**config.mk**
```make
export PLATFORM = sky130hd
export DESIGN_NAME = board_ctrl
export DESIGN_NICKNAME = d
export VERILOG_FILES = /design/src/rtl/board_ctrl_pkg.sv /design/src/rtl/board_ctrl_debounce.sv /design/src/rtl/board_ctrl.sv
export SDC_FILE = /design/constraint.sdc
export NUM_CORES = 1
export LEC_CHECK = 0
export BUFFER_PORTS_ARGS = -buffer_cell sky130_fd_sc_hd__buf_2
export CORE_MARGIN = 3
export CORE_UTILIZATION = 50
export CTS_BUF_LIST = sky130_fd_sc_hd__clkbuf_2 sky130_fd_sc_hd__clkbuf_4 sky130_fd_sc_hd__clkbuf_8
export CTS_CLUSTER_SIZE = 24
export DETAILED_ROUTE_END_ITERATION = 8
export PLACE_DENSITY = 0.8
export REMOVE_ABC_BUFFERS = 1
export SLEW_MARGIN = 20
export SYNTH_ARGS = -nofsm -noshare
export SYNTH_HDL_FRONTEND = slang
export SYNTH_SLANG_ARGS = --single-unit
```
**constraint.sdc**
```tcl
create_clock -name in_clk -period 17.8 [get_ports in_clk]
set_clock_uncertainty 0.2 [all_clocks]
set_input_delay 1.78 -clock in_clk [delete_from_list [all_inputs] [get_ports in_clk]]
set_output_delay 1.78 -clock in_clk [all_outputs]
set_load 0.01 [all_outputs]
```
**src/rtl/board_ctrl_pkg.sv**
```systemverilog
// board_ctrl_pkg: shared FSM encoding, default parameters and width helper for board_ctrl
package board_ctrl_pkg;
    typedef enum logic [1:0] {HOLD, IDLE, RUN, STEP} state_t;
    localparam int DEF_DATA_W          = 16;
    localparam int DEF_NUM_PARAMS      = 4;
    localparam int DEF_NUM_RESULTS     = 4;
    localparam int DEF_CLK_DIV_LOG2    = 4;
    localparam int DEF_DEBOUNCE_CYCLES = 100000;
    function automatic int clog2_min1(input int n);
        return n > 1 ? $clog2(n) : 1;
    endfunction
endpackage

```
**src/rtl/board_ctrl_debounce.sv**
```systemverilog
// btn_debounce: accepts a button level change only after it persists DEBOUNCE_CYCLES cycles
module btn_debounce
    import board_ctrl_pkg::*;
#(
    parameter int DEBOUNCE_CYCLES = DEF_DEBOUNCE_CYCLES
) (
    input  logic in_clk,
    input  logic in_rst,
    input  logic in_btn,
    output logic out_level,
    output logic out_rise
);
    localparam int CNT_W = $clog2(DEBOUNCE_CYCLES + 1);
    logic [CNT_W-1:0] cnt;
    logic hit;
    assign hit = (in_btn != out_level) && (cnt == CNT_W'(DEBOUNCE_CYCLES - 1));
    always_ff @(posedge in_clk or posedge in_rst) begin
        if (in_rst) begin
            cnt       <= '0;
            out_level <= 1'b0;
            out_rise  <= 1'b0;
        end else begin
            cnt       <= (in_btn == out_level || hit) ? '0 : cnt + 1'b1;
            out_level <= hit ? in_btn : out_level;
            out_rise  <= hit & in_btn;
        end
    end
endmodule

```
**src/rtl/board_ctrl.sv**
```systemverilog
// board_ctrl: parameter loading, core clock gating/reset FSM and result paging for a board-hosted core
module board_ctrl
    import board_ctrl_pkg::*;
#(
    parameter int DATA_W          = DEF_DATA_W,
    parameter int NUM_PARAMS      = DEF_NUM_PARAMS,
    parameter int NUM_RESULTS     = DEF_NUM_RESULTS,
    parameter int CLK_DIV_LOG2    = DEF_CLK_DIV_LOG2,
    parameter int DEBOUNCE_CYCLES = DEF_DEBOUNCE_CYCLES
) (
    input  logic                                 in_clk,
    input  logic                                 in_rst,
    input  logic [DATA_W-1:0]                    in_data,
    input  logic [NUM_PARAMS-1:0]                in_load,
    input  logic                                 in_run,
    input  logic                                 in_step,
    input  logic                                 in_page,
    input  logic [NUM_RESULTS*32-1:0]            in_results,
    output logic [NUM_PARAMS*DATA_W-1:0]         out_params,
    output logic                                 out_core_en,
    output logic                                 out_core_rst,
    output logic [31:0]                          out_disp,
    output logic [clog2_min1(NUM_RESULTS)-1:0]   out_page,
    output logic [31:0]                          out_tick_count
);
    localparam int PAGE_W = clog2_min1(NUM_RESULTS);
    localparam int IDX_W  = clog2_min1(NUM_PARAMS);

    state_t state, next_state;
    logic [CLK_DIV_LOG2-1:0] div_cnt, hold_cnt;
    logic [IDX_W-1:0] load_idx;
    logic [DATA_W-1:0] params [NUM_PARAMS];
    logic [PAGE_W-1:0] page;
    logic tick, any_load, hold_done;
    logic step_rise, page_rise, step_level, page_level, unused_levels;

    assign tick          = &div_cnt;
    assign any_load      = |in_load;
    assign hold_done     = &hold_cnt;
    assign out_page      = page;
    assign unused_levels = step_level ^ page_level;

    btn_debounce #(.DEBOUNCE_CYCLES(DEBOUNCE_CYCLES)) u_step_db (
        .in_clk(in_clk), .in_rst(in_rst), .in_btn(in_step),
        .out_level(step_level), .out_rise(step_rise)
    );
    btn_debounce #(.DEBOUNCE_CYCLES(DEBOUNCE_CYCLES)) u_page_db (
        .in_clk(in_clk), .in_rst(in_rst), .in_btn(in_page),
        .out_level(page_level), .out_rise(page_rise)
    );

    always_comb begin
        load_idx = '0;
        for (int i = NUM_PARAMS - 1; i >= 0; i--)
            if (in_load[i]) load_idx = IDX_W'(i);
    end

    always_ff @(posedge in_clk or posedge in_rst) begin
        if (in_rst) begin
            for (int i = 0; i < NUM_PARAMS; i++) params[i] <= '0;
        end else if (any_load) begin
            params[load_idx] <= in_data;
        end
    end

    for (genvar g = 0; g < NUM_PARAMS; g++) begin : g_params
        assign out_params[g*DATA_W +: DATA_W] = params[g];
    end

    always_ff @(posedge in_clk or posedge in_rst) begin
        if (in_rst) state <= HOLD;
        else        state <= next_state;
    end

    // A load overrides every state so the core never sees a half-updated parameter set
    always_comb begin
        next_state   = state;
        out_core_en  = 1'b0;
        out_core_rst = 1'b0;
        case (state)
            HOLD: begin
                out_core_rst = 1'b1;
                next_state   = hold_done ? IDLE : HOLD;
            end
            IDLE: next_state = in_run ? RUN : step_rise ? STEP : IDLE;
            RUN: begin
                out_core_en = tick;
                next_state  = in_run ? RUN : IDLE;
            end
            STEP: begin
                out_core_en = tick;
                next_state  = tick ? IDLE : STEP;
            end
            default: next_state = HOLD;
        endcase
        if (any_load) begin
            next_state  = HOLD;
            out_core_en = 1'b0;
        end
    end

    always_ff @(posedge in_clk or posedge in_rst) begin
        if (in_rst) begin
            div_cnt        <= '0;
            hold_cnt       <= '0;
            out_tick_count <= '0;
        end else begin
            div_cnt        <= div_cnt + 1'b1;
            hold_cnt       <= (state == HOLD && !any_load) ? hold_cnt + 1'b1 : '0;
            out_tick_count <= (next_state == HOLD) ? '0 :
                              (out_core_en && !(&out_tick_count)) ? out_tick_count + 1'b1 :
                              out_tick_count;
        end
    end

    always_ff @(posedge in_clk or posedge in_rst) begin
        if (in_rst) begin
            page     <= '0;
            out_disp <= '0;
        end else begin
            page     <= !page_rise ? page : (page == PAGE_W'(NUM_RESULTS - 1)) ? '0 : page + 1'b1;
            out_disp <= in_results[32*int'(page) +: 32];
        end
    end
endmodule

```
## Yosys cells after proc, flatten, opt, wreduce, memory -nomap -nowiden

Index checks and enable logic that the tools add are counted.

| operators by class | value |
|---|---|
| shift operators | 1 |
| equality and inequality tests | 10 |
| magnitude comparators | 2 |
| bitwise logic cells | 3 |
| add/subtract/negate cells | 6 |
| mux-type cells | 23 |
| reduce and logical (&&, ||, !) cells | 17 |

Operators by type and width:

| cell | number |
|---|---|
| $shiftx 128x8->32 | 1 |
| $bwmux 64 | 1 |
| $mux 32 | 2 |
| $add 17x1->17 const B | 2 |
| $eq 17x17->1 const B | 2 |
| $mux 17 | 2 |
| $add 32x1->32 const B | 1 |
| $demux 16 s2 | 1 |
| $reduce_and 32->1 | 1 |
| $mux 2 | 10 |
| $mux 16 | 1 |
| $add 4x1->4 const B | 2 |
| $pmux 2 s4 | 1 |
| $reduce_and 4->1 | 2 |
| $eq 2x2->1 const B | 3 |
| $logic_and 1x1->1 | 5 |
| $logic_not 2->1 | 2 |
| $mux 1 | 4 |
| $mux 4 | 1 |
| $reduce_or 4->1 | 1 |
| $ge 3x3->1 const B | 1 |
| $lt 3x1->1 const B | 1 |
| $not 2->3 | 1 |
| $add 2x1->2 const B | 1 |
| 8 further kinds | 13 |

| word-level totals | value |
|---|---|
| logic and storage cells | 78 |
| input bits | 153 |
| output and inout port bits | 132 |
| bits in registers | 178 |

## Depth between registers and ports, before layout

Gate-level depths: netlist of the first run.

| depth | value |
|---|---|
| word-level depth | 10 |
| mapped depth | 8 |
| mapped depth without buffers | 7 |

## Modules after synthesis

A second synthesis of the first run with hierarchy kept.

| unflattened totals | value |
|---|---|
| cells, all modules | 641 |
| area total of the unflattened synthesis | 8196.6 um^2 |

Modules (own cells, without submodules):

| module | area an instance (um^2) | instances | cells each | seq. area each (um^2) |
|---|---|---|---|---|
| board_ctrl | 6282.3 | 1 | 449 | 3503.4 |
| btn_debounce | 957.2 | 2 | 96 | 475.5 |

## Worst setup path before layout of the first run

Ideal clock, no wire load.

| timing | value |
|---|---|
| path kind | input to output |
| start | in in_load[3] |
| end | out out_core_en |
| arrival time | 2.709 ns |
| data required time | 15.820 ns |
| stages on the path | 3 |
| slack | 13.111 ns |
| cell sequence | nor4_1 nand2_1 inv_1 |

| between the ends | value |
|---|---|
| cells in the longest elaborated chain, start to end | 2 |

RTL lines:

| element | RTL line | RTL |
|---|---|---|
| start: declaration | board_ctrl.sv:14 | `input logic [NUM_PARAMS-1:0] in_load,` |
| $reduce_or 4->1 | board_ctrl.sv:38 | `assign any_load = \|in_load;` |
| $mux 1 | board_ctrl.sv:96 | `if (any_load) begin` |
| end: declaration | board_ctrl.sv:20 | `output logic out_core_en,` |

No other way between the ends.

## Worst setup path after layout of the first run

| timing | value |
|---|---|
| start | in in_load[0] |
| end | out out_core_en |

The elaborated chain is that of the path after synthesis.

==> flow_summary.json, run 1 <==
{
  "status": "completed",
  "hpwl_mm": 16.55,
  "clock_latency_ns": 0.45,
  "crit_type": "in -> out",
  "maxUsedRoutingLayer": "met4",
  "num_io_pins": 285,
  "cts-buffers-inserted": 17,
  "synth_edf_count": 0,
  "rsz0062_at_grt": "no",
  "port_buffers": 284,
  "cp.arrival_ns": 2.93,
  "first_pass_iters": 5,
  "worstMarginPinSlew_ns": 0.9204,
  "hold_class": "reg -> reg",
  "drc": 0,
  "postCtsSetupBuffers": 0,
  "clock-sinks": 178,
  "synthDistinctLibCells": 51,
  "met2_length_mm": 11.39,
  "yosys_warnings": 0,
  "place_congestion": 0.9275,
  "met3WireLength_mm": 1.425,
  "synthesis.area_um2": 8076,
  "period_minus_slack_ns": 4.908,
  "synthCells": 629,
  "routedWlPerCell_um": 18.95,
  "p_leak_nw": 4.727,
  "layout_common_cells": "buf_2 (284), dfrtp_1 (177), mux2_2 (68), nor2_1 (59), nand2_1 (33)",
  "rows": 45,
  "die_w_um": 133.1,
  "grt_max_degree": 96,
  "drive_gt1_share_pct": 47.57,
  "synthArstFlopShare_pct": 100.0,
  "initial_core_util_pct": 52.16,
  "layout_commonest_cell": "buf_2",
  "ff_latch_area_um2": 4456,
  "cts-resized-gates": 0,
  "die_h_um": 133.1,
  "maxSlewViolCount": 0,
  "fin_tns_setup_ns": 0,
  "grt_overflow": 0,
  "ys_ff_latch": 178,
  "postRouteAntennaNets": 0,
  "pwr_density_cell_nw_per_um2": 84.49,
  "synth.top_cell.area_share_pct": 55.15,
  "fill_cells": 1192,
  "grt_pass1_vias": 6327,
  "clkTransAtPathRegs_ns": 0.08,
  "hold_violations": 0,
  "cp-start-kind": "input port",
  "root_buffer": "clkbuf_8",
  "synth_area_per_cell_um2": 12.84,
  "peakVddDrop_uv": 47.61,
  "area_growth_pct": 25.78,
  "drt_iter0_markers": 487,
  "via_per_inst": 5.483,
  "max-cap-violations": 0,
  "hold_buffers": 0,
  "synthTopCellsByArea": "dfrtp_1 (55%), mux2_2 (9.5%), mux4_2 (8.9%), xor2_1 (3.3%), nor2_1 (2.7%)",
  "core_area_um2": 15480,
  "via_count": 6256,
  "nets": 1071,
  "met1_length_mm": 7.949,
  "multi_input_area_um2": 3507,
  "grt_antenna_before_repair": 5,
  "post-route-period-util_pct": 27.58,
  "dieArea_um2": 17710,
  "seq_area_frac_synth_pct": 55.15,
  "crit_fanout": 21,
  "holdWs_ns": 0.2539,
  "required_ns": 15.82,
  "cts.htree.levels": 4,
  "clock_path_buffers": 2,
  "yosys.area.top_type": "dfrtp_1",
  "wl_mm": 21.63,
  "end_kind": "primary output",
  "track_usage_pct": 24.46,
  "fmax_mhz": 203.7,
  "slew_headroom_pct": 38.58,
  "cts_tree": "done",
  "setup_viol": 0,
  "synth_flop_cell": "dfrtp_1",
  "grt_pass1_wl_mm": 33.69
}
## layout make-up
cell class / instances / share of cell area [%]
sequential: 178 / 43.86
tap: 211 / 2.599
clock buffer: 18 / 2.439
timing repair buffer: 291 / 14.55
antenna: 5 / 0.1232
multi-input combinational: 415 / 34.52
inverter: 9 / 0.3818
clock inverter: 14 / 1.527
## kinds of logic (layout without fill, tap and decap cells)
group	Yosys count	in the layout	share of synthesized area [%]
AO/OA/AOI/OAI	50	50	4.074
XOR/XNOR	49	49	5.314
adder cells (fa/ha/maj)	6	6	0.9295
buffers and inverters	36	332	1.704
flip-flops	178	178	55.15
multiplexers	107	107	19.27
other	0	5	0
AND/OR/NAND/NOR	203	203	13.56
## power by group
group | internal (mW) | switching [mW] | leakage [nW]
combinational | 0.0634 | 0.0634 | 2.27
sequential | 0.436 | 0.0159 | 2.26
clock | 0.130 | 0.149 | 0.200
total | 0.630 | 0.229 | 4.73
## worst paths after layout
check | start | end | slack, ns | cells past startpoint
min in group asynchronous | in_rst | u_step_db.out_level | 1.28 | 2
worst max register to register | div_cnt[0] | out_tick_count[24] | 15.02 | 6
worst min register to register | div_cnt[0] | div_cnt[0] | 0.25 | 1
worst max-delay path | in_load[0] | out_core_en | 12.89 | 6
max in group asynchronous | in_rst | out_page[0] | 14.84 | 3
worst min-delay path | div_cnt[0] | div_cnt[0] | 0.25 | 1
## metrics by stage
| stage | power, mW | worst slack [ns] | area (um2) | util, % | instances |
|---|---|---|---|---|---|
| 3_3_place_gp | 0.5839 | 12.95 | 9732 | 62.85 | 1104 |
| 5_1_grt | 0.8954 | 12.76 | 10160 | 65.61 | 1141 |
| 6_report | 0.8583 | 12.89 | 10160 | 65.61 | 1141 |
| 4_1_cts | 0.8664 | 12.88 | 10130 | 65.45 | 1136 |
| 3_5_place_dp | 0.5886 | 12.89 | 9732 | 62.85 | 1104 |
| 2_1_floorplan | 0.5213 | 10.99 | 7973 | - | 602 |
## routing by layer
layer	GRT usage, %	vias up
li1	-	2888
met1	28.71	3055
met2	42.83	267
met3	5.174	46
met4	11.94	0
met5	0	-
## synth_stat cells, drive strengths merged, types with 11 or more instances
| library cell | instances |
|---|---|
| o21ai | 17 |
| mux2 | 68 |
| clkbuf | 22 |
| a21oi | 11 |
| xor2 | 30 |
| and3 | 12 |
| nand3 | 22 |
| mux4 | 32 |
| nand4 | 25 |
| nor4 | 12 |
| nor2 | 59 |
| nand2 | 33 |
| dfrtp | 178 |
| xnor2 | 19 |
## worst max-delay path, stage by stage
cell     delay [ns]
buf_2          0.29
nor4_1         0.27
buf_4          0.22
nand2_1        0.10
inv_1          0.12
buf_2          0.14
## sequential cells by signal, indices dropped and copies added (netlist names)
register	count
u_page_db.out_level	1
out_disp	32
out_page	2
div_cnt	4
out_tick_count	32
out_params	64
u_step_db.out_rise	1
u_step_db.cnt	17
u_step_db.out_level	1
hold_cnt	4
state	2
u_page_db.out_rise	1
u_page_db.cnt	17
Note: power is estimated with default switching activity, not from simulation.
==> inputs of run 2 (changes only) <==
Settings changed: ABC_AREA from default to 1, PLACE_DENSITY 0.8 to 0.79.
Clock period 17.8 ns to 4.8 ns, I/O delays scaled along.
==> run 2 against run 1 <==
Effect of this change:
- die area increased by 6.2%
- critical path depth shrank 3
- flip-flop and latch count stayed put
- worst setup slack got worse by 11 ns
- clock power rose to 4.0 times the previous value
==> flow_summary.json, run 2 <==
{
  "setup_viol": 0,
  "hold_class": "in -> reg",
  "setup_ws_ns": 2.273,
  "multi_input_area_um2": 3671,
  "post-route-period-util_pct": 52.64,
  "slowest_delay_ns": 1.04,
  "routedWlPerCell_um": 14.47,
  "r2r-start": "out_page[1]",
  "clock-sinks": 178,
  "layout_common_cells": "buf_2 (284), nand2_1 (266), nor2_1 (189), dfrtp_1 (177), o21ai_0 (134)",
  "synth_flop_cell": "dfrtp_1",
  "ys_ff_latch": 178,
  "end_kind": "flop",
  "reg2reg_to": "out_disp[31]",
  "synthCells": 1075,
  "synth.top_cell.area_share_pct": 51.79,
  "worstMarginPinSlew_ns": 1.043,
  "crit_fanout": 35,
  "yosysMostFrequentCell": "nand2_1",
  "drt_iter0_markers": 554,
  "place_congestion": 0.8915,
  "grtUsageMet2_pct": 40.90,
  "track_usage_pct": 24.22,
  "nets": 1501,
  "die_h_um": 137.2,
  "clock_path_buffers": 2,
  "maxSlewViolCount": 0,
  "postRouteAntennaNets": 0,
  "synthDistinctLibCells": 35,
  "drc": 0,
  "synthArstFlopShare_pct": 100.0,
  "via_per_inst": 5.155,
  "cp-start-kind": "flop",
  "first_pass_iters": 5,
  "cts-resized-gates": 0,
  "grt.busiest_layer": "met2",
  "yosys_warnings": 0,
  "yosys.area.top_type": "dfrtp_1",
  "layout_commonest_cell": "buf_2",
  "grt_pass1_vias": 7527,
  "use_met3_pct": 5.368,
  "via_count": 8130,
  "area_growth_pct": 23.77,
  "cts_tree": "done",
  "num_io_pins": 285,
  "p_leak_nw": 5.320,
  "die_w_um": 137.2,
  "core_area_um2": 16700,
  "grt_overflow": 0,
  "largest_reg_flops": 64,
  "clkTransAtPathRegs_ns": 0.11,
  "grt_max_degree": 111,
  "yosys-top-cells-count": "nand2_1 (266), nor2_1 (189), dfrtp_1 (178), o21ai_0 (134), inv_1 (74)",
  "dieArea_um2": 18810,
  "cts.htree.levels": 4,
  "reg2reg_depth": 3,
  "required_ns": 4.93,
  "synthTopCellsByArea": "dfrtp_1 (52%), nand2_1 (12%), nor2_1 (8.2%), o21ai_0 (7.8%), inv_1 (3.2%)",
  "pre_cts_ws_ns": 2.134,
  "crit_slowest_cell": "dfrtp_1",
  "status": "completed",
  "peakVddDrop_uv": 160.3,
  "fin_cells": 1577,
  "clock_latency_ns": 0.46,
  "grt_antenna_before_repair": 1,
  "rsz0062_at_grt": "no",
  "grt_pass1_wl_mm": 36.34,
  "synth_area_per_cell_um2": 8.001,
  "fill_cells": 1507,
  "hold_violations": 0,
  "worstSetupEndpoint": "out_disp[31]",
  "grtUsageMet1_pct": 30.34,
  "root_buffer": "clkbuf_8",
  "rows": 47,
  "port_buffers": 284,
  "fmax_mhz": 395.8,
  "initial_core_util_pct": 51.50,
  "slew_headroom_pct": 30.48,
  "hpwl_mm": 16.60,
  "ff_latch_area_um2": 4456,
  "cp-startpoint": "out_page[1]",
  "power_mw": 3.175,
  "postCtsSetupBuffers": 0,
  "drive_gt1_share_pct": 25.61,
  "period_minus_slack_ns": 2.527,
  "reg2reg_setup_slack_ns": 2.27,
  "numPlacedInstances": 1540,
  "fin_tns_setup_ns": 0,
  "cts-buffers-inserted": 17,
  "crit_type": "reg -> reg",
  "cp.arrival_ns": 2.66,
  "synth_edf_count": 0,
  "pwr_density_cell_nw_per_um2": 298.2,
  "wl_mm": 22.82,
  "seq_area_frac_synth_pct": 51.79,
  "crit_chain": "inv_1 > o21ai_0 > o22ai_1",
  "max-cap-violations": 0,
  "synthesis.area_um2": 8601
}
-- run 2: cell types whose count changed after synthesis, moves of 19 or more --
cell and change:
nor2_1 +130, inv_1 +65, mux2_2 -68, o21ai_0 +117, nand2_1 +233, nand3_1 +19
mux4_2 -32, o22ai_1 +31
-- run 2: routing by layer --
metal  routed length [um]  vias to the layer above  part of all wire (%)
met5                    0                        -                     0
met1                 9298                     3777                    41
li1                     -                     4026                     -
met3                 1324                       42                   5.8
met4                  561                        0                   2.5
met2                11630                      285                    51
-- run 2: logic make-up (layout without fill, tap and decap cells) --
family / after synthesis / in the layout / share of synthesized area [%]
XOR/XNOR: 28 / 28 / 2.851
flip-flops: 178 / 178 / 51.79
AO/OA/AOI/OAI: 180 / 180 / 11.30
buffers and inverters: 118 / 398 / 5.528
AND/OR/NAND/NOR: 565 / 565 / 27.65
adder cells (fa/ha/maj): 6 / 6 / 0.8728
other: 0 / 2 / 0
-- run 2: final cells by class --
class / count / area share, %
Sequential cell: 178 / 41.85
Multi-Input combinational cell: 779 / 34.49
Timing Repair Buffer: 289 / 14.07
Inverter: 77 / 2.809
Tap cell: 220 / 2.586
Clock buffer: 17 / 2.198
Clock inverter: 15 / 1.951
Antenna cell: 2 / 0.04701
-- run 2: worst min path at each step --
stage	start	to	slack [ns]	cells past startpoint
after floorplan	div_cnt[0]	div_cnt[0]	0.22	1
after global placement	div_cnt[0]	div_cnt[0]	0.24	1
after detailed placement	div_cnt[0]	div_cnt[0]	0.25	1
after global routing	in_results[17]	out_disp[17]	0.04	3
final	in_results[19]	out_disp[19]	0.07	3
after CTS	in_results[25]	out_disp[25]	0.04	3
-- run 2: stage by stage --
step	hold slack, ns	instance area, um2	util [%]
2_1_floorplan	0.2214	8419	-
3_3_place_gp	0.2441	10150	60.77
3_5_place_dp	0.2498	10150	60.77
4_1_cts	0.04013	10590	63.42
5_1_grt	0.04037	10640	63.72
6_report	0.06769	10650	63.74
-- run 2: worst max-delay path: cells and delay by family (launching register included) --
family                 cells  cell delay, ns
DFF                        1            1.04
AOI/OAI and AO/OA          2            0.40
buffers and inverters      1            0.74
-- run 2: power by group --
part / switching (mW) / internal, mW / total [mW] / leakage, nW
Combinational: 0.226 / 0.165 / 0.391 / 2.82
Sequential: 0.0588 / 1.60 / 1.66 / 2.28
Clock: 0.625 / 0.501 / 1.13 / 0.221
-- run 2: repair_timing --
action | 4_1_cts | 5_1_grt
setup endpoints to repair | 0 | 0
endpoints found under the hold margin | 0 | 42
hold buffers | 0 | 1
